==> src/rtl/gate_net_pkg.sv <==
// rtl/gate_net_pkg.sv - shared types and bit positions for the gate network arbiter
package gate_net_pkg;

    // Arbiter FSM states
    typedef enum logic [1:0] {
        ST_IDLE = 2'd0,
        ST_EVAL = 2'd1,
        ST_RESP = 2'd2
    } state_t;

    // Operand bit positions inside the 4-bit input word {a,b,c,d}
    localparam int BIT_A = 3;
    localparam int BIT_B = 2;
    localparam int BIT_C = 1;
    localparam int BIT_D = 0;

    // Result bit positions inside the 3-bit output word {e,f,g}
    localparam int BIT_E = 2;
    localparam int BIT_F = 1;
    localparam int BIT_G = 0;

    localparam int OPND_W = 4;
    localparam int RES_W  = 3;
    localparam int WAIT_W = 8;

endpackage

==> src/rtl/gate_net_core.sv <==
// rtl/gate_net_core.sv - combinational shared gate network
module gate_net_core
    import gate_net_pkg::*;
(
    input  logic [OPND_W-1:0] opnd,
    output logic [RES_W-1:0]  res
);

    logic e;
    logic f;
    logic g;

    assign e = ~(opnd[BIT_A] & opnd[BIT_B]);
    assign f = ~(e & opnd[BIT_C]);
    assign g = ~f & opnd[BIT_D];

    // Pack the three gate outputs into the result word
    always_comb begin
        res        = '0;
        res[BIT_E] = e;
        res[BIT_F] = f;
        res[BIT_G] = g;
    end

endmodule

==> src/rtl/gate_net_arb.sv <==
// rtl/gate_net_arb.sv - round-robin arbiter sharing one gate network between two requesters
module gate_net_arb
    import gate_net_pkg::*;
#(
    parameter int unsigned TIMEOUT = 15
) (
    input  logic              clk,
    input  logic              reset,
    input  logic              req0,
    input  logic              req1,
    input  logic [OPND_W-1:0] in0,
    input  logic [OPND_W-1:0] in1,
    output logic              gnt0,
    output logic              gnt1,
    output logic              busy,
    output logic              out_valid,
    input  logic              out_ready,
    output logic              out_id,
    output logic [RES_W-1:0]  out_efg,
    output logic              drop
);

    localparam logic [WAIT_W-1:0] TIMEOUT_V  = WAIT_W'(TIMEOUT);
    localparam logic              TIMEOUT_EN = (TIMEOUT != 0);

    state_t              state_q, state_d;
    logic [OPND_W-1:0]   opnd_q, opnd_d;
    logic                win_q, win_d;
    logic                last_q, last_d;
    logic                gnt0_q, gnt0_d;
    logic                gnt1_q, gnt1_d;
    logic                busy_q, busy_d;
    logic                out_valid_q, out_valid_d;
    logic                out_id_q, out_id_d;
    logic [RES_W-1:0]    out_efg_q, out_efg_d;
    logic                drop_q, drop_d;
    logic [WAIT_W-1:0]   wait_q, wait_d;
    logic                win_sel;
    logic [RES_W-1:0]    core_res;

    gate_net_core u_core (
        .opnd (opnd_q),
        .res  (core_res)
    );

    // Next-state and registered-output logic for the IDLE/EVAL/RESP sequence
    always_comb begin
        state_d     = state_q;
        opnd_d      = opnd_q;
        win_d       = win_q;
        last_d      = last_q;
        gnt0_d      = 1'b0;
        gnt1_d      = 1'b0;
        busy_d      = busy_q;
        out_valid_d = out_valid_q;
        out_id_d    = out_id_q;
        out_efg_d   = out_efg_q;
        drop_d      = 1'b0;
        wait_d      = wait_q;
        // On a tie the requester not served last wins; otherwise the lone requester
        win_sel     = (req0 && req1) ? ~last_q : req1;
        case (state_q)
            ST_IDLE: begin
                if (req0 || req1) begin
                    opnd_d  = win_sel ? in1 : in0;
                    win_d   = win_sel;
                    gnt0_d  = ~win_sel;
                    gnt1_d  = win_sel;
                    busy_d  = 1'b1;
                    state_d = ST_EVAL;
                end
            end
            ST_EVAL: begin
                out_efg_d   = core_res;
                out_id_d    = win_q;
                out_valid_d = 1'b1;
                wait_d      = '0;
                state_d     = ST_RESP;
            end
            ST_RESP: begin
                if (out_ready) begin
                    out_valid_d = 1'b0;
                    busy_d      = 1'b0;
                    last_d      = out_id_q;
                    state_d     = ST_IDLE;
                end else if (TIMEOUT_EN && (wait_q == TIMEOUT_V)) begin
                    out_valid_d = 1'b0;
                    busy_d      = 1'b0;
                    drop_d      = 1'b1;
                    last_d      = out_id_q;
                    state_d     = ST_IDLE;
                end else if (wait_q != {WAIT_W{1'b1}}) begin
                    wait_d = wait_q + 1'b1;
                end
            end
            default: begin
                out_valid_d = 1'b0;
                busy_d      = 1'b0;
                state_d     = ST_IDLE;
            end
        endcase
    end

    // State and output registers with synchronous reset; last-served starts at 1 so req0 wins the first tie
    always_ff @(posedge clk) begin
        if (reset) begin
            state_q     <= ST_IDLE;
            opnd_q      <= '0;
            win_q       <= 1'b0;
            last_q      <= 1'b1;
            gnt0_q      <= 1'b0;
            gnt1_q      <= 1'b0;
            busy_q      <= 1'b0;
            out_valid_q <= 1'b0;
            out_id_q    <= 1'b0;
            out_efg_q   <= '0;
            drop_q      <= 1'b0;
            wait_q      <= '0;
        end else begin
            state_q     <= state_d;
            opnd_q      <= opnd_d;
            win_q       <= win_d;
            last_q      <= last_d;
            gnt0_q      <= gnt0_d;
            gnt1_q      <= gnt1_d;
            busy_q      <= busy_d;
            out_valid_q <= out_valid_d;
            out_id_q    <= out_id_d;
            out_efg_q   <= out_efg_d;
            drop_q      <= drop_d;
            wait_q      <= wait_d;
        end
    end

    assign gnt0      = gnt0_q;
    assign gnt1      = gnt1_q;
    assign busy      = busy_q;
    assign out_valid = out_valid_q;
    assign out_id    = out_id_q;
    assign out_efg   = out_efg_q;
    assign drop      = drop_q;

endmodule

==> config.mk <==
export PLATFORM = sky130hd
export DESIGN_NAME = gate_net_arb
export DESIGN_NICKNAME = d
export VERILOG_FILES = /design/src/rtl/gate_net_pkg.sv /design/src/rtl/gate_net_core.sv /design/src/rtl/gate_net_arb.sv
export SDC_FILE = /design/constraint.sdc
export NUM_CORES = 1
export LEC_CHECK = 0
export ABC_AREA = 1
export ABC_CLOCK_PERIOD_IN_PS = 1400
export CORE_MARGIN = 5
export CORE_UTILIZATION = 46
export CTS_CLUSTER_SIZE = 24
export DETAILED_ROUTE_END_ITERATION = 12
export PLACE_DENSITY = 0.86
export SYNTH_ARGS = -nofsm -noshare
export SYNTH_HDL_FRONTEND = slang
export SYNTH_SLANG_ARGS = --single-unit
==> constraint.sdc <==
create_clock -name clk -period 1.4 [get_ports clk]
set_input_delay 0.14 -clock clk [delete_from_list [all_inputs] [get_ports clk]]
set_output_delay 0.14 -clock clk [all_outputs]
set_load 0.02 [all_outputs]
==> impl_results.md <==
- Placed cell count: 226
- Worst slew margin: 0.807
- Non-filler cells, final: 230
- Worst setup path class: flip-flop to flip-flop
- Final Util: 0.628
- Count of flip-flops with a built-in enable after synthesis: 0
- Crit path arrival time: 1.56 ns
- Largest cells by area after synthesis: dfxtp_1 41%, nand2_1 12%, nor2_1 9.2%, nand3_1 7.0%, o21ai_0 4.1%
- RSZ-0062 raised after global routing: yes
- Layout area overhead: 28.3%
- WP data required: 1.65 ns
- M1 GR Usage: 0.163
- Sink Count: 25
- Post-synthesis mux area share: 0
- GRT Max-Usage Layer: met2
- Crit path depth: 7
- Hpwl dp: 2080 um
- Detailed-route via count: 1169
- WHS: 0.387 ns
- Post-synth cell types: 26
- IO Pins: 22
- M2 GR Usage: 0.284
- Mapped Cells: 172
- Fmax: 0.760 GHz
- Hold_buf cts: 0
- Fin. Hold Viols: 0
- CTS H-tree lvls: 1
- Crit. Startpoint: wait_q[1]$_SDFFE_PP0P_
- Slowest-stage cell, CP: dfxtp_4
- Starting Density: 0.489
- PwrDens: 941 nW/um^2
- Postcts setup bufs: 0
- Finish-stage setup viols: 0
- XOR/XNOR Fraction of Synth Area: 0
- First-pass GRT wire length: 4310 um
- Layout cell share with drive strength beyond 1: 0.195
- Synth Flop Type: dfxtp_1
- Largest net degree at the start of global routing: 14
- Yosys top cell area share: 0.409
- FF-to-FF Start: wait_q[1]$_SDFFE_PP0P_
- Port Buffers: 21
- Chip Width: 61.6 um
- VDD IR max: 0.000649 V
- Final ANT Viol Nets: 0
- DIE HEIGHT: 61.6 um
- Largest family of logic cells by synthesized area: simple AND/OR/NAND/NOR gates
- Vias per cell: 5.08
- Pins Over Slew Limit: 0
- Initial DRT Pass Iterations: 4
- Fin nets: 215
- Routability Congestion: 0.909
- Crit-path max cell delay: 0.39 ns
- Fill cell count: 223
- Post-Syn Nets: 186
- Total Routed Length: 2690 um
- Path depth of the worst reg2reg path: 7
- Worst R2R Setup Slack: 0.08 ns
- Clk_skew: 0.00437 ns
- M3 GR Usage: 0.0356
- Initial DRC count: 33
- CP Capture Point: wait_q[3]$_SDFFE_PP0P_
- Maximum buffer depth of the clock tree: 2
- ANT cells: 0
- Tcrit/Tclk final: 0.940
- Hold depth: 3
- CTS Root Cell: clkbuf_4
- Min-delay worst type: primary input to flip-flop
- Antenna violations before repair: 0
- Clk Latency, worst-skew pair: 0.31 ns
- Compound-Gate Fraction of Synth Area: 0.112
- CTS tree: done
- RR Endpoint: wait_q[3]$_SDFFE_PP0P_
- Simple-gate portion of the synthesized area: 0.403
- Critical path capture point type: flip-flop
- Worst-Margin Slew: 0.289 ns
- Status: complete, no violations
- Rows: 18
- Largest area contributor in the netlist: dfxtp_1
- CP max FO: 7
- Synth Area in Adders: 0.0102
- Clock slew at reported path FFs: 0.13 ns
- Synthesized area per cell: 7.11 um^2
- TritonCTS buffer count: 3
- Netlist Area Pre-Place: 1220 um^2
- Post-synth ARST share: 0
- Sequential-to-total area share from yosys stat: 0.409
- Vias in the first global route: 1042
- #FFs+latches synth: 25
- Total GRT Usage: 0.151
- Fin crit period: 1.32 ns
- Warnings from Yosys: 0
- Buf/Inv on CP: 0
- Crit-path leading delay family: simple AND/OR/NAND/NOR gates
- CP Launch Type: flip-flop
- GRT overflow: 0
- Crit path cell chain: ha_4 -> nand2_2 -> nor2_4 -> nand3_4 -> nand3_4 -> nand3_2 -> a21oi_2
- Setup TNS: 0 ns
- Die area: 3790 um^2
- Core ar.: 2500 um^2
- # DRC: 0
- CP dominant cell by count: nand3_4
- Power, Total: 1480 uW
- Lkg Pwr: 0.000680 uW
- Max_cap viols: 0
- DR WL/cell: 11.7 um
[cell usage after synthesis, types with 2 or more instances]
master and number:
a21oi_1 5, a31oi_1 5, buf_2 2, dfxtp_1 25, inv_1 11, inv_2 3
nand2_1 39, nand2_2 5, nand3_1 17, nand3b_1 2, nor2_1 30, nor2_2 2
nor2_4 4, o21ai_0 10
[through the flow]
stage | setup WS (ns) | instance area (um^2)
after floorplan | 0.129 | 1220
after global placement | 0.0856 | 1500
after detailed placement | 0.0389 | 1500
after CTS | 0.00579 | 1510
after global routing | -0.00504 | 1570
final | 0.0841 | 1570
[report_power, final]
group	internal, uW	switching, uW
Clock	111	198
Sequential	772	45.9
Combinational	147	204
[cells by family after synthesis]
kind of cell	Yosys count
buf+inv	18
simple gates	104
flops	25
fa+ha+maj	1
compound gates	24
[how the worst min path moves through the flow]
| stage | startpoint | endpoint |
|---|---|---|
| after floorplan | out_ready | drop$_SDFF_PP0_ |
| after global placement | opnd_q[3]$_SDFFE_PP0P_ | out_efg[2]$_SDFFE_PP0P_ |
| after detailed placement | last_q$_SDFFE_PP1P_ | last_q$_SDFFE_PP1P_ |
| after CTS | in1[1] | opnd_q[1]$_SDFFE_PP0P_ |
| after global routing | in1[1] | opnd_q[1]$_SDFFE_PP0P_ |
| final | in1[1] | opnd_q[1]$_SDFFE_PP0P_ |
[tightest hold or removal path, stage by stage]
cell,delay [ns]
clkdlybuf4s50_1,0.39
nand2_1,0.06
a31oi_1,0.07
[repair_timing]
action | CTS | global route
pin swaps | 0 | 3
gates resized for setup | 8 | 17
endpoints found under the setup margin | 8 | 11
hold endpoints to repair | 0 | 0
cloned | 0 | 0
[flip-flops by register name (all words and copies together) (netlist names)]
signal / flops
gnt0: 1
out_id: 1
out_valid: 1
win_q: 1
last_q: 1
drop: 1
wait_q: 8
busy: 1
state_q: 2
gnt1: 1
opnd_q: 4
out_efg: 3
[cell type report]
type	count	area, um^2	share of cell area
Multi-Input combinational cell	129	693	0.441
Sequential cell	25	507	0.323
Timing Repair Buffer	27	248	0.158
Inverter	15	58.8	0.0375
Tap cell	30	37.5	0.0239
Clock buffer	4	26.3	0.0167
[layout by cell type, fill, tap and decap left out]
master           netlist  routed
dlymetal6s2s_1         0       1
ha_4                   0       1
nand2_1               39      37
a211oi_1               1       1
nand3b_1               2       2
nor2_4                 4       4
dlygate4sd2_1          0       8
o21ai_2                1       1
nor2_2                 2       5
a21oi_2                0       1
or2_1                  1       1
clkbuf_4               0       3
inv_1                 11      11
dfxtp_4                0       1
dfxtp_2                0       2
nor2_1                30      27
a31oi_1                5       5
o21bai_2               0       1
nand3_4                1       2
nand2_4                0       1
dfxtp_1               25      22
o21ai_0               10      10
nor3_1                 1       1
a21oi_1                5       4
inv_4                  1       1
nand3_1               17      16
buf_4                  0       6
nor4_1                 1       1
clkbuf_1               0       1
nand2_2                5       6
clkdlybuf4s50_1        0      12
inv_2                  3       3
a22oi_1                1       1
nand3_2                1       1
[routing by layer]
| metal | wire, um | share of wire |
|---|---|---|
| met5 | 0 | 0 |
| met2 | 1390 | 0.52 |
| met3 | 170 | 0.063 |
| met1 | 1060 | 0.40 |
| met4 | 64 | 0.024 |
Note: power is estimated with default switching activity, not from simulation.
==> variant: new RTL, same flow settings <==
Make the reset (`reset`) asynchronous in one clocked block. Comments in the files are not updated.
--- a/src/rtl/gate_net_arb.sv
+++ b/src/rtl/gate_net_arb.sv
@@ -102,7 +102,7 @@
     end
 
     // State and output registers with synchronous reset; last-served starts at 1 so req0 wins the first tie
-    always_ff @(posedge clk) begin
+    always_ff @(posedge clk or posedge reset) begin
         if (reset) begin
             state_q     <= ST_IDLE;
             opnd_q      <= '0;
Function: differs if reset is asserted again (counterexample within 4 cycles, from zero or initial values and one cycle with reset high); with reset held inactive, the same outputs for 10 cycles.
==> variant against the unedited design <==
- the flow now finishes with violations (setup timing)
- cell area up 5.7%
- critical path type unchanged
- global-route usage up 1.2 points
- worst setup slack worse by 130 ps
- routed wire length up 6.7%
- sequential cell count unchanged
- synthesized area up 1.5%
Power is not compared: it rests on default switching activity, and its combinational part moved more than twofold at a synthesized area within 25%.
==> variant: results (changes against the unedited design) <==
[metrics] antenna fix cells: 0 (unchanged)
[metrics] flip-flop count of the largest register after layout: 8 (unchanged)
[metrics] CP top delay family: simple AND/OR/NAND/NOR gates
[metrics] share of the yosys chip area belonging to registers: 0.505 (+0.0955)
[metrics] Worst path slowest cell: sky130_fd_sc_hd__dfrtp_1
[metrics] result of the run: finished with violations
[metrics] number of input and output port buffers inserted: 21 (unchanged)
[metrics] LEAKAGE: 0.867 nW
[metrics] H-Tree Level Count: 1 (unchanged)
[metrics] Arr. time, crit path: 1700 ps (+140 ps)
[metrics] warning count from the yosys run: 0 (unchanged)
[metrics] largest incremental delay on the critical path: 430 ps (+40 ps)
[metrics] HPWL reported at the end of detailed placement: 2080 um (+0.40%)
[metrics] antenna violations before repair: 0 (unchanged)
[metrics] wire length per cell after detailed routing: 13.1 um (+12%)
[metrics] Max Clock Skew: 14.2 ps (+9.86 ps)
[metrics] clock root buffer master: sky130_fd_sc_hd__clkbuf_4
[metrics] final worst-path setup slack: -42.7 ps (-127 ps)
[metrics] post-synth net total: 170 (-8.6%)
[metrics] clock latency on the worst-skew pair: 320 ps
[metrics] share of cells above drive strength 1: 0.201 (+0.00606)
[metrics] cell types occupying the most area after synthesis: sky130_fd_sc_hd__dfrtp_1 48%, sky130_fd_sc_hd__nand2_1 17%, sky130_fd_sc_hd__nor2_1 7.3%, sky130_fd_sc_hd__nand3_1 6.0%, sky130_fd_sc_hd__inv_1 3.6%
[metrics] post-synth cell types: 25 (-3.8%)
[metrics] Commonest cells post-synth: 56 x sky130_fd_sc_hd__nand2_1, 24 x sky130_fd_sc_hd__dfrtp_1, 24 x sky130_fd_sc_hd__nor2_1
[metrics] violated checks: setup timing
[metrics] share of synthesized registers carrying an async set or reset: 1.00 (+1.00)
[metrics] Critical Path Fanout Max: 5 (-2)
[metrics] length of the first detailed-routing pass in iterations: 4 (unchanged)
[metrics] largest net degree at the start of global routing: 26 (+12)
[metrics] final-layout setup total negative slack: -152 ps (-152 ps)
[metrics] via density per instance: 5.20 (+2.2%)
[metrics] first-pass GRT wire length: 4680 um (+8.7%)
[metrics] global placer's final weighted congestion: 0.793 (-13%)
[metrics] classification of the worst-slack hold path: primary input to async pin
[metrics] Starting DRT DRC Count: 58 (+76%)
[metrics] most frequently used flop master after synthesis: sky130_fd_sc_hd__dfrtp_1
[metrics] Nets: 204 (-5.1%)
[metrics] DRC violations left: 0 (unchanged)
[metrics] slew of the pin with the lowest slew margin: 309 ps (+20.4 ps)
[metrics] largest register by flop count: wait_q
[metrics] worst vdd rail ir drop: 1.52 mV
[metrics] buffer levels on the longest clock path: 2 (unchanged)
[metrics] Clock Pin Slew Worst Setup and Hold Paths: 140 ps
[metrics] final count of negative-setup-slack endpoints: 8 (+8)
[metrics] number of buffers created by CTS: 3 (unchanged)
[metrics] global router's overall resource usage: 0.163 (+0.0121)
==> variant: cell count changes after synthesis, moves of 3 or more <==
cell                      delta
sky130_fd_sc_hd__dfxtp_1    -25
sky130_fd_sc_hd__a21oi_1     -5
sky130_fd_sc_hd__o21ai_0     -7
sky130_fd_sc_hd__nand2_2     -4
sky130_fd_sc_hd__a31oi_1     -5
sky130_fd_sc_hd__nor2_1      -6
sky130_fd_sc_hd__dfrtp_1    +24
sky130_fd_sc_hd__nand2_1    +17
sky130_fd_sc_hd__nor2_4      -3
==> variant: stage by stage <==
stage          instance area [um^2]  power (mW)  setup WS (ps)  cells
3_5_place_dp                   1520        2.27          -47.8    211
4_1_cts                        1580        2.55           1.40    218
2_1_floorplan                  1240        1.82           89.2    156
3_3_place_gp                   1520        2.22           32.5    211
5_1_grt                        1660        2.85          -90.8    219
6_report                       1660        2.63          -42.7    219
==> variant: final timing paths <==
| path | startpoint | to | slack (ps) | depth (start not counted) |
|---|---|---|---|---|
| hold reg to reg | last_q$_DFFE_PP1P_ | last_q$_DFFE_PP1P_ | 470 | 2 |
| setup reg to reg | wait_q[1]$_DFFE_PP0P_ | wait_q[0]$_DFFE_PP0P_ | -40 | 8 |
| hold / removal | reset | out_efg[0]$_DFFE_PP0P_ | 140 | 3 |
| min in group clk | in0[2] | opnd_q[2]$_DFFE_PP0P_ | 360 | 3 |
| setup / recovery | wait_q[1]$_DFFE_PP0P_ | wait_q[0]$_DFFE_PP0P_ | -40 | 8 |
| max in group asynchronous | reset | last_q$_DFFE_PP1P_ | 950 | 3 |
==> variant: layout make-up <==
cell class,instances,area (um^2)
clock buffers,3,22.5
well taps,30,37.5
repair buffers,29,263
fillers,218,862
flip-flops and latches,25,627
multi-input cells,116,644
inverters,15,58.8
clock inverters,1,7.51
==> variant: cells by family after synthesis <==
group,count (synthesis),share of synthesized area
and+or+nand+nor,105,0.383
DFF,25,0.505
buffers and inverters,16,0.0564
AOI/OAI and AO/OA,8,0.0393
xor gates and xnor gates,1,0.00705
adders and majority gates,1,0.0101
==> variant: repair_timing <==
action                                  CTS  global route
pin swaps                                 1             3
endpoints found under the setup margin   16            12
cloned                                    1             0
buffers inserted                          2             1
resized for setup                        13            18
hold buffers                              0             0
==> variant: report_power, final <==
group | internal (mW) | switching [mW]
Clock | 0.109 | 0.211
Sequential | 0.957 | 0.148
Combinational | 0.460 | 0.748
==> variant: per-layer routing <==
metal  up-vias  share of wire  GRT usage  wire length (um)
li1        558              -          -                 -
met1       536           0.42      0.220              1210
met2        36           0.51      0.266              1470
met3         8          0.046     0.0248               131
met4         0          0.022     0.0576                62
met5         -              0          0                 0
==> variant: tightest hold or removal path: cells and delay by family <==
family | cells | cell delay (ps)
buffers and inverters | 3 | 740
